**config.mk**
```make
export PLATFORM = sky130hd
export DESIGN_NAME = pc_fetch
export DESIGN_NICKNAME = d
export VERILOG_FILES = /design/src/rtl/cpu_pkg.sv /design/src/rtl/pc_next_mux.sv /design/src/rtl/pc_fetch.sv
export SDC_FILE = /design/constraint.sdc
export NUM_CORES = 1
export LEC_CHECK = 0
export ABC_AREA = 1
export BUFFER_PORTS_ARGS = -buffer_cell sky130_fd_sc_hd__buf_2
export CAP_MARGIN = 20
export CORE_MARGIN = 8
export CORE_UTILIZATION = 40
export CTS_BUF_LIST = sky130_fd_sc_hd__clkbuf_8
export CTS_CLUSTER_DIAMETER = 200
export DETAILED_ROUTE_END_ITERATION = 8
export GPL_ROUTABILITY_DRIVEN = 0
export GPL_TIMING_DRIVEN = 0
export PLACE_DENSITY = 0.66
export SLEW_MARGIN = 10
export SYNTH_ARGS = -nofsm -noshare
export SYNTH_HDL_FRONTEND = slang
export SYNTH_SLANG_ARGS = --single-unit
```
**constraint.sdc**
```tcl
create_clock -name clk -period 2.9 [get_ports clk]
set_input_delay 0.29 -clock clk [delete_from_list [all_inputs] [get_ports clk]]
set_output_delay 0.29 -clock clk [all_outputs]
set_load 0.05 [all_outputs]
```
**src/rtl/cpu_pkg.sv**
```systemverilog
// cpu_pkg: shared pcsrc encodings, NOP word and opcode constants for the CPU pipeline
package cpu_pkg;
  localparam logic [1:0] PCSRC_SEQ = 2'b00;
  localparam logic [1:0] PCSRC_RSV = 2'b01;
  localparam logic [1:0] PCSRC_BR  = 2'b10;
  localparam logic [1:0] PCSRC_JMP = 2'b11;
  localparam logic [31:0] NOP_INSTR = 32'h0;
  localparam logic [5:0] OP_J   = 6'b000010;
  localparam logic [5:0] OP_BEQ = 6'b000100;
  localparam logic [5:0] OP_BNE = 6'b000101;
endpackage

```
**src/rtl/pc_next_mux.sv**
```systemverilog
// pc_next_mux: combinational next-PC candidate (PC+4, aligned branch target, jump concatenation)
module pc_next_mux
  import cpu_pkg::*;
#(
  parameter int ADDR_W = 32
) (
  input  logic [ADDR_W-1:0]  pc,
  input  logic [ADDR_W-1:0]  br_target,
  input  logic [1:0]         pcsrc,
  input  logic [ADDR_W-29:0] pc4_hi,
  input  logic [25:0]        jidx,
  output logic [ADDR_W-1:0]  pc4,
  output logic [ADDR_W-1:0]  next_pc,
  output logic               rsv
);
  always_comb begin
    pc4 = pc + ADDR_W'(4);
    next_pc = pcsrc == PCSRC_BR  ? br_target & ~ADDR_W'(3) :
              pcsrc == PCSRC_JMP ? {pc4_hi, jidx, 2'b00} : pc4;
    rsv = pcsrc == PCSRC_RSV;
  end
endmodule

```
**src/rtl/pc_fetch.sv**
```systemverilog
// pc_fetch: PC register and IF/ID pipeline register with branch/jump redirect and stall hold
// PC_FETCH_REDIRECT_CNT_EN adds saturating br_cnt/jmp_cnt redirect counters
module pc_fetch
  import cpu_pkg::*;
#(
  parameter int              ADDR_W   = 32,
  parameter logic [ADDR_W-1:0] RESET_PC = '0
) (
  input  logic              clk,
  input  logic              rst_n,
  input  logic [1:0]        pcsrc,
  input  logic              condep,
  input  logic [ADDR_W-1:0] br_target,
  input  logic              stall,
  output logic [ADDR_W-1:0] imem_addr,
  input  logic [31:0]       imem_rdata,
  output logic [31:0]       ifid_instr,
  output logic [ADDR_W-1:0] ifid_pc4,
  output logic              ifid_valid,
  output logic              id_flush,
  output logic              pcsrc_err
`ifdef PC_FETCH_REDIRECT_CNT_EN
  ,
  output logic [15:0]       br_cnt,
  output logic [15:0]       jmp_cnt
`endif
);
  logic [ADDR_W-1:0] pc, pc4, next_pc;
  logic rsv, take_br, take_jmp;

  pc_next_mux #(.ADDR_W(ADDR_W)) u_mux (
    .pc(pc), .br_target(br_target), .pcsrc(pcsrc),
    .pc4_hi(ifid_pc4[ADDR_W-1:28]), .jidx(ifid_instr[25:0]),
    .pc4(pc4), .next_pc(next_pc), .rsv(rsv)
  );

  assign imem_addr = pc;
  assign id_flush  = ~condep;
  assign take_br   = ~condep & (pcsrc == PCSRC_BR);
  // a bubble in IF/ID carries no jump, and a stalled jump is re-presented later
  assign take_jmp  = ~stall & ifid_valid & (pcsrc == PCSRC_JMP);

  always_ff @(posedge clk or negedge rst_n) begin
    if (!rst_n) begin
      pc         <= RESET_PC;
      ifid_instr <= NOP_INSTR;
      ifid_pc4   <= '0;
      ifid_valid <= 1'b0;
      pcsrc_err  <= 1'b0;
    end else begin
      if (rsv) pcsrc_err <= 1'b1;
      if (take_br) begin
        pc         <= next_pc;
        ifid_instr <= NOP_INSTR;
        ifid_valid <= 1'b0;
      end else if (!stall) begin
        pc         <= take_jmp ? next_pc : pc4;
        ifid_instr <= take_jmp ? NOP_INSTR : imem_rdata;
        ifid_valid <= ~take_jmp;
        if (!take_jmp) ifid_pc4 <= pc4;
      end
    end
  end

`ifdef PC_FETCH_REDIRECT_CNT_EN
  always_ff @(posedge clk or negedge rst_n) begin
    if (!rst_n) begin
      br_cnt  <= '0;
      jmp_cnt <= '0;
    end else begin
      if (take_br && br_cnt != 16'hFFFF) br_cnt <= br_cnt + 16'd1;
      if (take_jmp && jmp_cnt != 16'hFFFF) jmp_cnt <= jmp_cnt + 16'd1;
    end
  end
`endif
endmodule

```
==> results of run 1 <==
critical path, stage by stage, from the launching register on:
cell and delay (ps):
sky130_fd_sc_hd__dfrtp_1 580, sky130_fd_sc_hd__ha_1 270, sky130_fd_sc_hd__nand2_1 70, sky130_fd_sc_hd__nor2_1 130, sky130_fd_sc_hd__nand2_2 130, sky130_fd_sc_hd__nor2_4 230, sky130_fd_sc_hd__nand2_1 90, sky130_fd_sc_hd__nand2_1 90
sky130_fd_sc_hd__nand3_1 80, sky130_fd_sc_hd__nand3_1 80, sky130_fd_sc_hd__nand2_1 50
repair_timing:
item,4_1_cts,5_1_grt
hold buffers,1,0
setup endpoints to repair,0,0
endpoints found under the hold margin,35,0
placed cells by master (no fill, tap or decap):
cell / instances
sky130_fd_sc_hd__xor2_1: 11
sky130_fd_sc_hd__clkbuf_8: 12
sky130_fd_sc_hd__dfrtp_1: 98
sky130_fd_sc_hd__bufinv_16: 1
sky130_fd_sc_hd__buf_1: 1
sky130_fd_sc_hd__ha_1: 1
sky130_fd_sc_hd__o21bai_1: 2
sky130_fd_sc_hd__and2_1: 1
sky130_fd_sc_hd__o22ai_1: 1
sky130_fd_sc_hd__nand2_1: 224
sky130_fd_sc_hd__inv_1: 54
sky130_fd_sc_hd__dlygate4sd3_1: 1
sky130_fd_sc_hd__a21oi_1: 25
sky130_fd_sc_hd__nor2_4: 5
sky130_fd_sc_hd__nor2_2: 5
sky130_fd_sc_hd__clkbuf_1: 8
sky130_fd_sc_hd__inv_2: 5
sky130_fd_sc_hd__nand3b_1: 2
sky130_fd_sc_hd__nand4_1: 2
sky130_fd_sc_hd__o211ai_1: 10
sky130_fd_sc_hd__nand2_2: 5
sky130_fd_sc_hd__a22oi_1: 4
sky130_fd_sc_hd__o21ai_0: 51
sky130_fd_sc_hd__o21ai_1: 3
sky130_fd_sc_hd__nor2_1: 58
sky130_fd_sc_hd__buf_16: 1
sky130_fd_sc_hd__buf_2: 182
sky130_fd_sc_hd__clkinv_2: 1
sky130_fd_sc_hd__buf_4: 6
sky130_fd_sc_hd__a22o_1: 8
sky130_fd_sc_hd__xnor2_1: 1
sky130_fd_sc_hd__nand3_1: 45
sky130_fd_sc_hd__a31oi_1: 13
cell usage after synthesis:
cell type	number
sky130_fd_sc_hd__a21oi_1	25
sky130_fd_sc_hd__a22o_1	8
sky130_fd_sc_hd__a22oi_1	4
sky130_fd_sc_hd__a31oi_1	13
sky130_fd_sc_hd__and2_1	1
sky130_fd_sc_hd__buf_1	1
sky130_fd_sc_hd__buf_2	17
sky130_fd_sc_hd__buf_4	5
sky130_fd_sc_hd__clkbuf_1	8
sky130_fd_sc_hd__dfrtp_1	98
sky130_fd_sc_hd__ha_1	1
sky130_fd_sc_hd__inv_1	53
sky130_fd_sc_hd__inv_2	5
sky130_fd_sc_hd__nand2_1	224
sky130_fd_sc_hd__nand2_2	5
sky130_fd_sc_hd__nand3_1	45
sky130_fd_sc_hd__nand3b_1	2
sky130_fd_sc_hd__nand4_1	2
sky130_fd_sc_hd__nor2_1	58
sky130_fd_sc_hd__nor2_2	5
sky130_fd_sc_hd__nor2_4	5
sky130_fd_sc_hd__o211ai_1	10
sky130_fd_sc_hd__o21ai_0	51
sky130_fd_sc_hd__o21ai_1	3
sky130_fd_sc_hd__o21bai_1	2
sky130_fd_sc_hd__o22ai_1	1
sky130_fd_sc_hd__xnor2_1	1
sky130_fd_sc_hd__xor2_1	11
flip-flops by register name, summed over array words and instances, names as in the netlist:
| name | count |
|---|---|
| ifid_instr | 32 |
| ifid_pc4 | 32 |
| ifid_valid | 1 |
| imem_addr | 32 |
| pcsrc_err | 1 |
power breakdown:
part           switching (mW)  leakage, nW  internal (mW)  total [mW]
Sequential              0.236         1.19           1.61        1.85
Clock                   0.478        0.110          0.461       0.939
Combinational            1.51         1.98          0.451        1.96
kinds of logic (layout without fill, tap and decap cells):
logic type,after synthesis,in the layout,synth area share (%)
fa+ha+maj,1,1,0.248
flops,98,98,48.5
xor+xnor,12,12,2.08
simple gates,347,347,28.4
buf+inv,89,272,7.40
compound gates,117,117,13.3
final cells by class:
| class | count | area (µm²) | share of cell area (%) |
|---|---|---|---|
| Sequential cell | 98 | 2450 | 38.7 |
| Clock inverter | 3 | 38.8 | 0.611 |
| Buffer | 31 | 156 | 2.47 |
| Multi-Input combinational cell | 477 | 2230 | 35.1 |
| Inverter | 58 | 218 | 3.43 |
| Clock buffer | 12 | 165 | 2.60 |
| Timing Repair Buffer | 168 | 871 | 13.7 |
| Tap cell | 172 | 215 | 3.39 |
per-stage QoR:
step / hold slack, ps / util [%] / cells
2_1_floorplan: -5.59 / - / 664
6_report: 104 / 50.9 / 1019
5_1_grt: 105 / 50.9 / 1019
3_3_place_gp: 454 / 48.9 / 1002
4_1_cts: 89.6 / 50.9 / 1019
3_5_place_dp: 287 / 49.2 / 1003
per-layer routing:
| metal | routed length [µm] | global-route usage [%] | vias to the layer above |
|---|---|---|---|
| met4 | 419 | 8.88 | 0 |
| met2 | 7770 | 33.3 | 189 |
| met5 | 0 | 0 | - |
| li1 | - | - | 2492 |
| met3 | 1350 | 5.75 | 25 |
| met1 | 7630 | 27.3 | 2312 |
path summary, 6_finish.rpt:
kind | startpoint | endpoint | cells past startpoint
min reg2reg | ifid_pc4[3] | ifid_pc4[3] | 2
min | imem_rdata[10] | ifid_instr[10] | 3
min in group asynchronous | rst_n | ifid_instr[4] | 2
max | imem_addr[2] | imem_addr[20] | 10
max reg2reg | imem_addr[2] | imem_addr[20] | 10
max in group asynchronous | rst_n | ifid_instr[28] | 3
==> results.txt, run 1 <==
The run finished with clean final reports. The completed layout was analyzed and its total power is 4.75 mW. Across all layers, the routed design uses 5,018 vias.

The run gives 0 as the count of buffers added by post-CTS timing repair for setup. The logs give 40.5% for the effective utilization at floorplan and 28 for the number of unique standard cell types used by synthesis. The root buffer selected by CTS was sky130_fd_sc_hd__clkbuf_8. Global routing consumed, over all layers together, 21.3% of the routing resources. The data arrival at the endpoint of the critical path is 2180 ps. The tools report the number of ports placed on the die boundary as 169. Setup violations remaining at the end of the flow were counted as 0. Yosys attributes the largest share of cell area to sky130_fd_sc_hd__dfrtp_1 (49%), sky130_fd_sc_hd__nand2_1 (17%), sky130_fd_sc_hd__o21ai_0 (5.1%).

In the final design database the tool counted 914 nets. The worst-case clock buffer depth is 2, and the worst-case register-to-register setup slack is 1000 ps. Clock period minus final worst setup slack: 1900 ps. The min-delay analysis places its worst path in the category in2reg.

The final cycle utilization of the critical path came out at 65.6%. The largest net degree at the start of global routing was 64. Critical path class: reg2reg. For the total wire length after detailed routing, the log shows 17,200 µm. Headroom to the max-slew limit came out at 57.2%.

The tools report the fmax as 526 MHz. The worst setup path is captured at a flip-flop. The top cell type by area accounts for 48.5% of the synthesized area. In the routed design, unresolved DRC markers number 0. At the later pin of the worst-skew pair, clock insertion delay measures 390 ps. Between clock sinks in the finished design, the worst skew comes to 10.3 ps. The tool flagged a number of max-cap violations equal to 0. The first global-routing pass estimated 27,000 µm of wire. Measured along the y axis, the die boundary spans 128 µm.

The tools report the final instance area as 0.00634 mm². Cell type with the largest total area after synthesis: sky130_fd_sc_hd__dfrtp_1. The run gives 0 as the number of antenna diodes. The H-tree depth reported by CTS was 3; the vias per cell was 4.92.

The overall die area is 0.0165 mm², and the maximum net fanout on the critical path is 7. The detailed-routing iteration count for the pre-antenna-repair pass was 5; the fraction of final layout cells sized beyond drive strength 1 was 26.3%. The logs give 0.00505 mm² for the synthesized cell area and 735 for the number of nets in the synthesized netlist.

The first routing iteration left 303 violations. At the pin with the least slew margin, the transition time is 642 ps. Setup slack closes at 998 ps. The filler cells instantiated in the layout total 1,300. The number of buffers created by CTS came out at 9.

The worst-case setup slack after placement was 1030 ps; the area growth from synthesis to layout was 25.5%. Dividing the detail-routed wire length by the instance count gives 16.9 µm. The clock-pin slew reported for the worst setup and hold paths after clock tree synthesis is 100 ps. Summing all placed instances gives a cell area of 0.00613 mm². The average size of a mapped cell works out to 7.61 µm². Synthesis inferred 98 register bits. The HPWL after detailed placement is 13,400 µm, and the leakage dissipation is 3.28 nW. The run gives 0 as the final count of hold timing violations. In this run the core area contains 41 standard-cell rows. The number of antenna-violating nets in the routed design is 0, and the width of the chip is 128 µm. Across the VDD grid, the largest voltage drop is 0.269 mV. After clock tree synthesis, the repair step resized 0 gates.

Setup repair after global routing left no endpoint under its margin. The logs give 48.5% for the register area share after synthesis and 664 for the count of mapped cells out of synthesis. After routing, the total negative slack on setup checks comes to 0 ps. The max-slew violation count is 0, and the initial antenna violation count is 0. At the worst endpoint, the required time is 3180 ps. For the warning count from the yosys run, the log shows 0.

TritonCTS built the clock tree. The tools report the via count of the first global-routing pass as 5,024. The startpoint type of the worst setup path was a flip-flop. The number of clock sinks seen by CTS was 98. The number of I/O port buffers was 166. In this run the power density over the cells is 749 mW/mm². In this run the standard cell core region covers 0.0125 mm². The run gives 0 as the remaining global-route overflow.
(Power assumes the default switching activity.)
==> run 2: changes to the inputs <==
==> constraint.sdc (replaced) <==
create_clock -name clk -period 1.8 [get_ports clk]
set_input_delay 0.18 -clock clk [delete_from_list [all_inputs] [get_ports clk]]
set_output_delay 0.18 -clock clk [all_outputs]
set_load 0.05 [all_outputs]
==> results.txt, run 2 (synthesis gave the netlist of run 1 again) <==
The worst path meets setup with 87.8 ps of slack. The tools report the initial antenna violation count as 0. The number of clock sinks seen by CTS was 98. The floorplan step set the die height to 128 µm. The setup path with the least slack is of type reg2reg. For the final database, setup skew stands at 11.7 ps.

The tools report the hold path startpoint as imem_rdata[19]. IR analysis of the VDD net gives a maximum drop of 0.392 mV. For the remaining routing DRC violations, the log shows 0. The worst register-to-register path has a depth of 9. The routed design could run at a clock period as short as 1710 ps. The switching power share of the total was 47.8%.

The die covers 0.0165 mm². The path with the worst hold slack has its endpoint at ifid_instr[19]. The effective utilization at floorplan was 40.5%; the clock-pin slew reported for the worst setup and hold paths after clock tree synthesis was 100 ps. Per report_power, the combinational group accounts for 42.9% of the total. Using the TritonRoute via totals, the vias-per-cell ratio works out to 4.96.

The post-route netlist has 26.5% of its cells at a drive strength greater than 1. The tools report the placeable core area as 0.0125 mm². For this block, the routed nets add up to 17,600 µm of wire. In this design, the stage delay of the slowest critical-path cell is 460 ps. The largest net degree at the start of global routing is 76, and the internal power of the cells is 3.93 mW. The initial detailed-routing violation count is 437, and the number of I/O port buffers is 166. Derived from the worst setup path, the maximum achievable clock frequency is 584 MHz. For the max-slew violation count, the log shows 0.

In this run the worst setup path begins at imem_addr[2]. The highest-delay cell along the critical path was sky130_fd_sc_hd__dfrtp_2. Per report_power, the clock group accounts for 17.6% of the total. The maximum net fanout on the critical path came out at 6. The tools report the max-cap check violation count as 0.

The tools report the total routing resource utilization after global routing as 21.9%. The tools report the total power as 7.53 mW. Dividing total power by cell area gives a power density of 1160 mW/mm².

The run gives 0 as the final count of hold timing violations. The commonest non-fill, non-tap cell in the layout is sky130_fd_sc_hd__nand2_1. The width of the chip was 128 µm.

The later pin in the worst-skew pair is clocked with a latency of 380 ps. The tools report the placement row count as 41. At the worst endpoint, the arrival time is 1980 ps. After routing the design area is 0.00652 mm².

In this run the clock root is driven by a sky130_fd_sc_hd__clkbuf_8. Traced cell by cell, the critical path runs through ha_2, nand3_1, nor2_4, buf_4, nand2_1, nand2_1, nand3_1, nand3_1, nand2_1. STA classifies the critical path startpoint as a flip-flop. In the final routed layout, each cell accounts on average for 16.9 µm. In this run the critical register-to-register path is captured at imem_addr[24]. The tools report the number of endpoints failing setup at the final stage as 0.

The run gives 934 as the final net count. The H-tree was split into 3 levels. The number of cells after detailed placement is 1,003. Number of vias in the routed layout: 5,160. The run gives 28,000 µm as the first-pass GRT wire length. For the pin with the worst max-slew slack, the measured transition is 650 ps. Global routing finished with a remaining overflow of 0.

The first detailed-routing pass took 5 iterations. The final cycle utilization of the critical path is 95.1%, and the normalized max-slew margin is 56.7%. Via count of the first global-routing pass: 5,136. The flow ran to the end, and the final reports show no timing, DRC or antenna violations. The tools report the leakage dissipation as 3.36 nW. The HPWL after detailed placement is 13,400 µm.

The tools report the power dissipated by switching net loads as 3.60 mW. In the layout the commonest cells are sky130_fd_sc_hd__nand2_1 (224), sky130_fd_sc_hd__buf_2 (182), sky130_fd_sc_hd__dfrtp_1 (97), sky130_fd_sc_hd__nor2_1 (57), sky130_fd_sc_hd__inv_1 (55). Timing analysis after detailed placement gives a worst setup slack of 35.1 ps.

The detail route stage leaves a number of antenna-violating nets equal to 0. The logs give 39.5% for the fraction of power consumed by sequential logic and 169 for the number of ports placed on the die boundary. Along the worst hold path, the cell count comes to 3.

Class of the tightest hold or removal check: in2reg. The tools report the count of non-filler cells in the finished layout as 1,040. TritonCTS built the clock tree. Counting the buffers created by CTS gives 9. The logs give 0 for the number of antenna diodes and 2 for the worst-case clock buffer depth. In this run the cell area measured after placement is 0.00613 mm². The tools report the kind of end point of the critical path as a flip-flop. For the worst setup path, the data required time is 2070 ps. The area growth from synthesis to layout was 29.0%; the filler cell count was 1,286.

The aggregate negative setup slack came out at 0 ps. In this run the critical register-to-register path is launched from imem_addr[2]. The worst-case register-to-register setup slack is 90 ps.
run 2: layout make-up:
type	instances	area, µm²	share of cell area, %
Multi-Input combinational cell	477	2240	34.3
Tap cell	172	215	3.30
Clock inverter	5	22.5	0.345
Clock buffer	11	151	2.32
Sequential cell	98	2450	37.6
Timing Repair Buffer	188	1060	16.3
Inverter	58	218	3.34
Buffer	31	156	2.40
run 2: worst max-delay path by stage:
stage	end	slack (ps)
finish	imem_addr[24]	90
CTS	imem_addr[22]	20
detailed placement	imem_addr[8]	40
global route	imem_addr[22]	-0.4
floorplan	imem_addr[22]	1
global placement	imem_addr[2]	-720
run 2: repair_timing:
item | CTS | global route
buffers inserted | 0 | 4
hold endpoints to repair | 39 | 0
setup endpoints to repair | 1 | 14
pin swaps | 0 | 2
hold buffers | 17 | 0
gates resized for setup | 1 | 2
run 2: metrics by stage:
stage	hold slack, ps	util (%)
after floorplan	-116	-
after global placement	385	48.9
after detailed placement	56.5	49.2
after CTS	0.344	52.0
after global routing	1.99	52.3
final	8.97	52.3
run 2: critical path: cells and delay by family (launching register included):
family	cells	cell delay, ps
and+or+nand+nor	7	760
DFF	1	460
adders and majority gates	1	230
buffers and inverters	1	140
run 2: metal layers:
layer / vias to the layer above / wire length, µm / GRT usage, %
li1: 2534 / - / -
met1: 2420 / 7980 / 28.8
met2: 183 / 7960 / 33.9
met3: 23 / 1220 / 5.21
met4: 0 / 387 / 8.95
met5: - / 0 / 0
run 2: power groups by stage:
| stage | sequential (mW) | clock (mW) | combinational, mW |
|---|---|---|---|
| 2_1_floorplan | 4.36 | 0 | 0.880 |
| 4_1_cts | 2.97 | 1.36 | 3.22 |
| 6_report | 2.97 | 1.33 | 3.23 |
| 3_3_place_gp | 2.99 | 0 | 3.17 |
| 3_5_place_dp | 3.01 | 0 | 3.18 |
| 5_1_grt | 3.03 | 1.45 | 3.47 |
==> run 3: changes to the inputs <==
--- a/config.mk
+++ b/config.mk
@@ -6,7 +6,7 @@
 export NUM_CORES = 1
 export LEC_CHECK = 0
 export ABC_AREA = 1
-export BUFFER_PORTS_ARGS = -buffer_cell sky130_fd_sc_hd__buf_2
+export BUFFER_PORTS_ARGS = -buffer_cell sky130_fd_sc_hd__buf_4
 export CAP_MARGIN = 20
 export CORE_MARGIN = 8
 export CORE_UTILIZATION = 40
==> results.txt, run 3 (synthesis gave the netlist of run 1 again) <==
The flow ran to the end, and the final reports show no timing, DRC or antenna violations. Clock-pin slew reported for the worst setup and hold paths after clock tree synthesis: 90 ps. The critical path class was reg2reg. The area growth from synthesis to layout was 36.6%; the count of non-filler cells in the finished layout was 1,035. The area used by multi-input combinational logic is 0.00223 mm², and the detailed-routing iteration count for the pre-antenna-repair pass is 5. Summed over all layers, the routed wires come to 17,700 µm. In the final routed layout, each cell accounts on average for 17.1 µm. The hold path startpoint is imem_rdata[13]. For the worst-skew pair, the clock arrives at the later sink with an insertion delay of 380 ps. The max-slew violation count came out at 0. Startpoint type of the worst setup path: a flip-flop. The total routing resource utilization after global routing came out at 21.6%.

For the first-pass GRT wire length, the log shows 27,800 µm. Across the run, the number of max-cap violations was 0. Power density of the placed cells: 1160 mW/mm².

Number of clock sinks seen by CTS: 98. Data on the critical path arrives at its endpoint at 2000 ps. The initial antenna violation count is 0, and the number of ports placed on the die boundary is 169. For the final routed database, the setup TNS stands at 0 ps.

For this run the aggregate overflow at the end of global routing stands at 0. For the required time at the worst-slack endpoint, the log shows 2090 ps. For the pin with the worst max-slew slack, the measured transition is 719 ps.

The die covers 0.0165 mm². The fraction of final layout cells sized beyond drive strength 1 came out at 26.5%. The maximum ir drop on the vdd rail was 0.457 mV; the initial detailed-routing violation count was 401.

For the leakage dissipation, the log shows 3.46 nW. The die is 128 µm wide. Final instance area: 0.00690 mm². The number of antenna diodes in the final layout is 0. For the via count of the first global-routing pass, the log shows 5,316.

The logs give 1,206 for the filler cell count and 0.0125 mm² for the placeable core area. The number of vias in the routed layout is 5,227, and the worst-case clock buffer depth is 2. After the last flow step, the layout net total stands at 929. After detailed routing, the number of remaining DRC violations is 0. For the HPWL after detailed placement, the log shows 13,700 µm.

Leaving out fill and tap cells, the most frequent cells in the layout are sky130_fd_sc_hd__nand2_1 (224), sky130_fd_sc_hd__buf_4 (174), sky130_fd_sc_hd__dfrtp_1 (97), sky130_fd_sc_hd__nor2_1 (58), sky130_fd_sc_hd__inv_1 (54). For the normalized max-slew margin, the log shows 52.1%. For the number of buffers created by CTS, the log shows 9.

The final count of hold timing violations was 0; the number of I/O port buffers was 166. Of the available clock period, the critical path in the final layout requires 94.9%. The largest net degree at the start of global routing is 55, and the placement row count is 41. The initial utilization of the core area, before any placement, comes to 40.5%.

Area of all sequential standard cells: 0.00245 mm². Across the routed clock network, the largest skew measured is 6.77 ps. The critical path starts at imem_addr[2].

The maximum net fanout on the critical path is 6. TritonCTS built the clock tree. The worst register-to-register path begins at imem_addr[2]. Setup repair after global routing left no endpoint under its margin.

In this run the number of H-tree levels came out at 3. Static timing analysis puts the maximum clock frequency at 586 MHz. The worst setup path is captured at a flip-flop. In this run, placement finished with an instance count of 1,003. The tools report the root buffer selected by CTS as sky130_fd_sc_hd__clkbuf_8. Once detail routing completed, the nets flagged for antenna violations numbered 0.

Once placement finished, the instance area stood at 0.00654 mm². Leaving out fill and tap cells, the most frequent cell in the layout is sky130_fd_sc_hd__nand2_1. The worst hold path belongs to the class in2reg. The clock period minus final worst setup slack was 1710 ps; the y dimension of the die was 128 µm. The number of endpoints failing setup at the final stage was 0; the vias per cell was 5.05.
run 3: cell types whose count changed in the layout (fill, tap and decap cells not counted):
cell                            change
sky130_fd_sc_hd__buf_12             +1
sky130_fd_sc_hd__buf_16             -1
sky130_fd_sc_hd__buf_2            -165
sky130_fd_sc_hd__buf_4            +165
sky130_fd_sc_hd__buf_6              -1
sky130_fd_sc_hd__bufinv_16          +1
sky130_fd_sc_hd__clkinv_2           -2
sky130_fd_sc_hd__clkinvlp_4         +2
sky130_fd_sc_hd__dlygate4sd3_1      -4
sky130_fd_sc_hd__inv_1              -1
sky130_fd_sc_hd__nor2_1             +1
sky130_fd_sc_hd__nor2_2             -1
run 3: worst paths after layout:
path | end | slack (ps) | cells after the start
worst min-delay path | ifid_instr[13] | 4 | 3
worst min register to register | ifid_pc4[4] | 480 | 2
min in group asynchronous | ifid_instr[7] | 370 | 2
worst max-delay path | imem_addr[8] | 90 | 6
max in group asynchronous | ifid_instr[30] | 730 | 3
worst max register to register | imem_addr[8] | 90 | 6
run 3: cell type report:
| class | instances | share of cell area [%] |
|---|---|---|
| inverter | 58 | 3.15 |
| tap | 172 | 3.12 |
| buffer | 31 | 2.27 |
| clock buffer | 11 | 2.19 |
| timing repair buffer | 183 | 20.6 |
| multi-input combinational | 477 | 32.4 |
| sequential | 98 | 35.6 |
| clock inverter | 5 | 0.780 |
run 3: critical path: stages (launching register included):
cell                      delay (ps)
sky130_fd_sc_hd__dfrtp_2         440
sky130_fd_sc_hd__ha_2            220
sky130_fd_sc_hd__nand3_1         210
sky130_fd_sc_hd__nor2_4          230
sky130_fd_sc_hd__xor2_1          230
sky130_fd_sc_hd__o21ai_0         100
sky130_fd_sc_hd__o21ai_0         190
run 3: through the flow:
stage | worst slack, ps | total power [mW] | hold WS, ps | util, %
6_report | 92.5 | 8.01 | 3.84 | 55.4
5_1_grt | 5.40 | 8.39 | 5.82 | 55.4
4_1_cts | 31.2 | 8.02 | 0.509 | 55.2
3_5_place_dp | 24.8 | 6.50 | 277 | 52.4
3_3_place_gp | 80.6 | 6.45 | 389 | 52.3
2_1_floorplan | 1.42 | 5.24 | -116 | -
run 3: per-layer routing:
metal / part of all wire, % / track usage [%] / vias to the layer above
met5: 0 / 0 / -
met1: 43 / 26.8 / 2459
li1: - / - / 2519
met3: 7.7 / 6.00 / 39
met4: 2.8 / 9.23 / 0
met2: 46 / 34.7 / 210
run 3: power by group:
part | leakage [nW] | switching [mW] | internal (mW)
logic | 2.16 | 2.47 | 1.04
clock network | 0.103 | 0.799 | 0.712
registers | 1.19 | 0.398 | 2.60
run 3: what timing repair did:
item                                   in CTS  in global routing
hold buffers                               13                  0
setup buffers                               0                  3
endpoints found under the hold margin      65                  0
setup endpoints to repair                   1                 11
resized for setup                           1                  1
cloned                                      0                  0
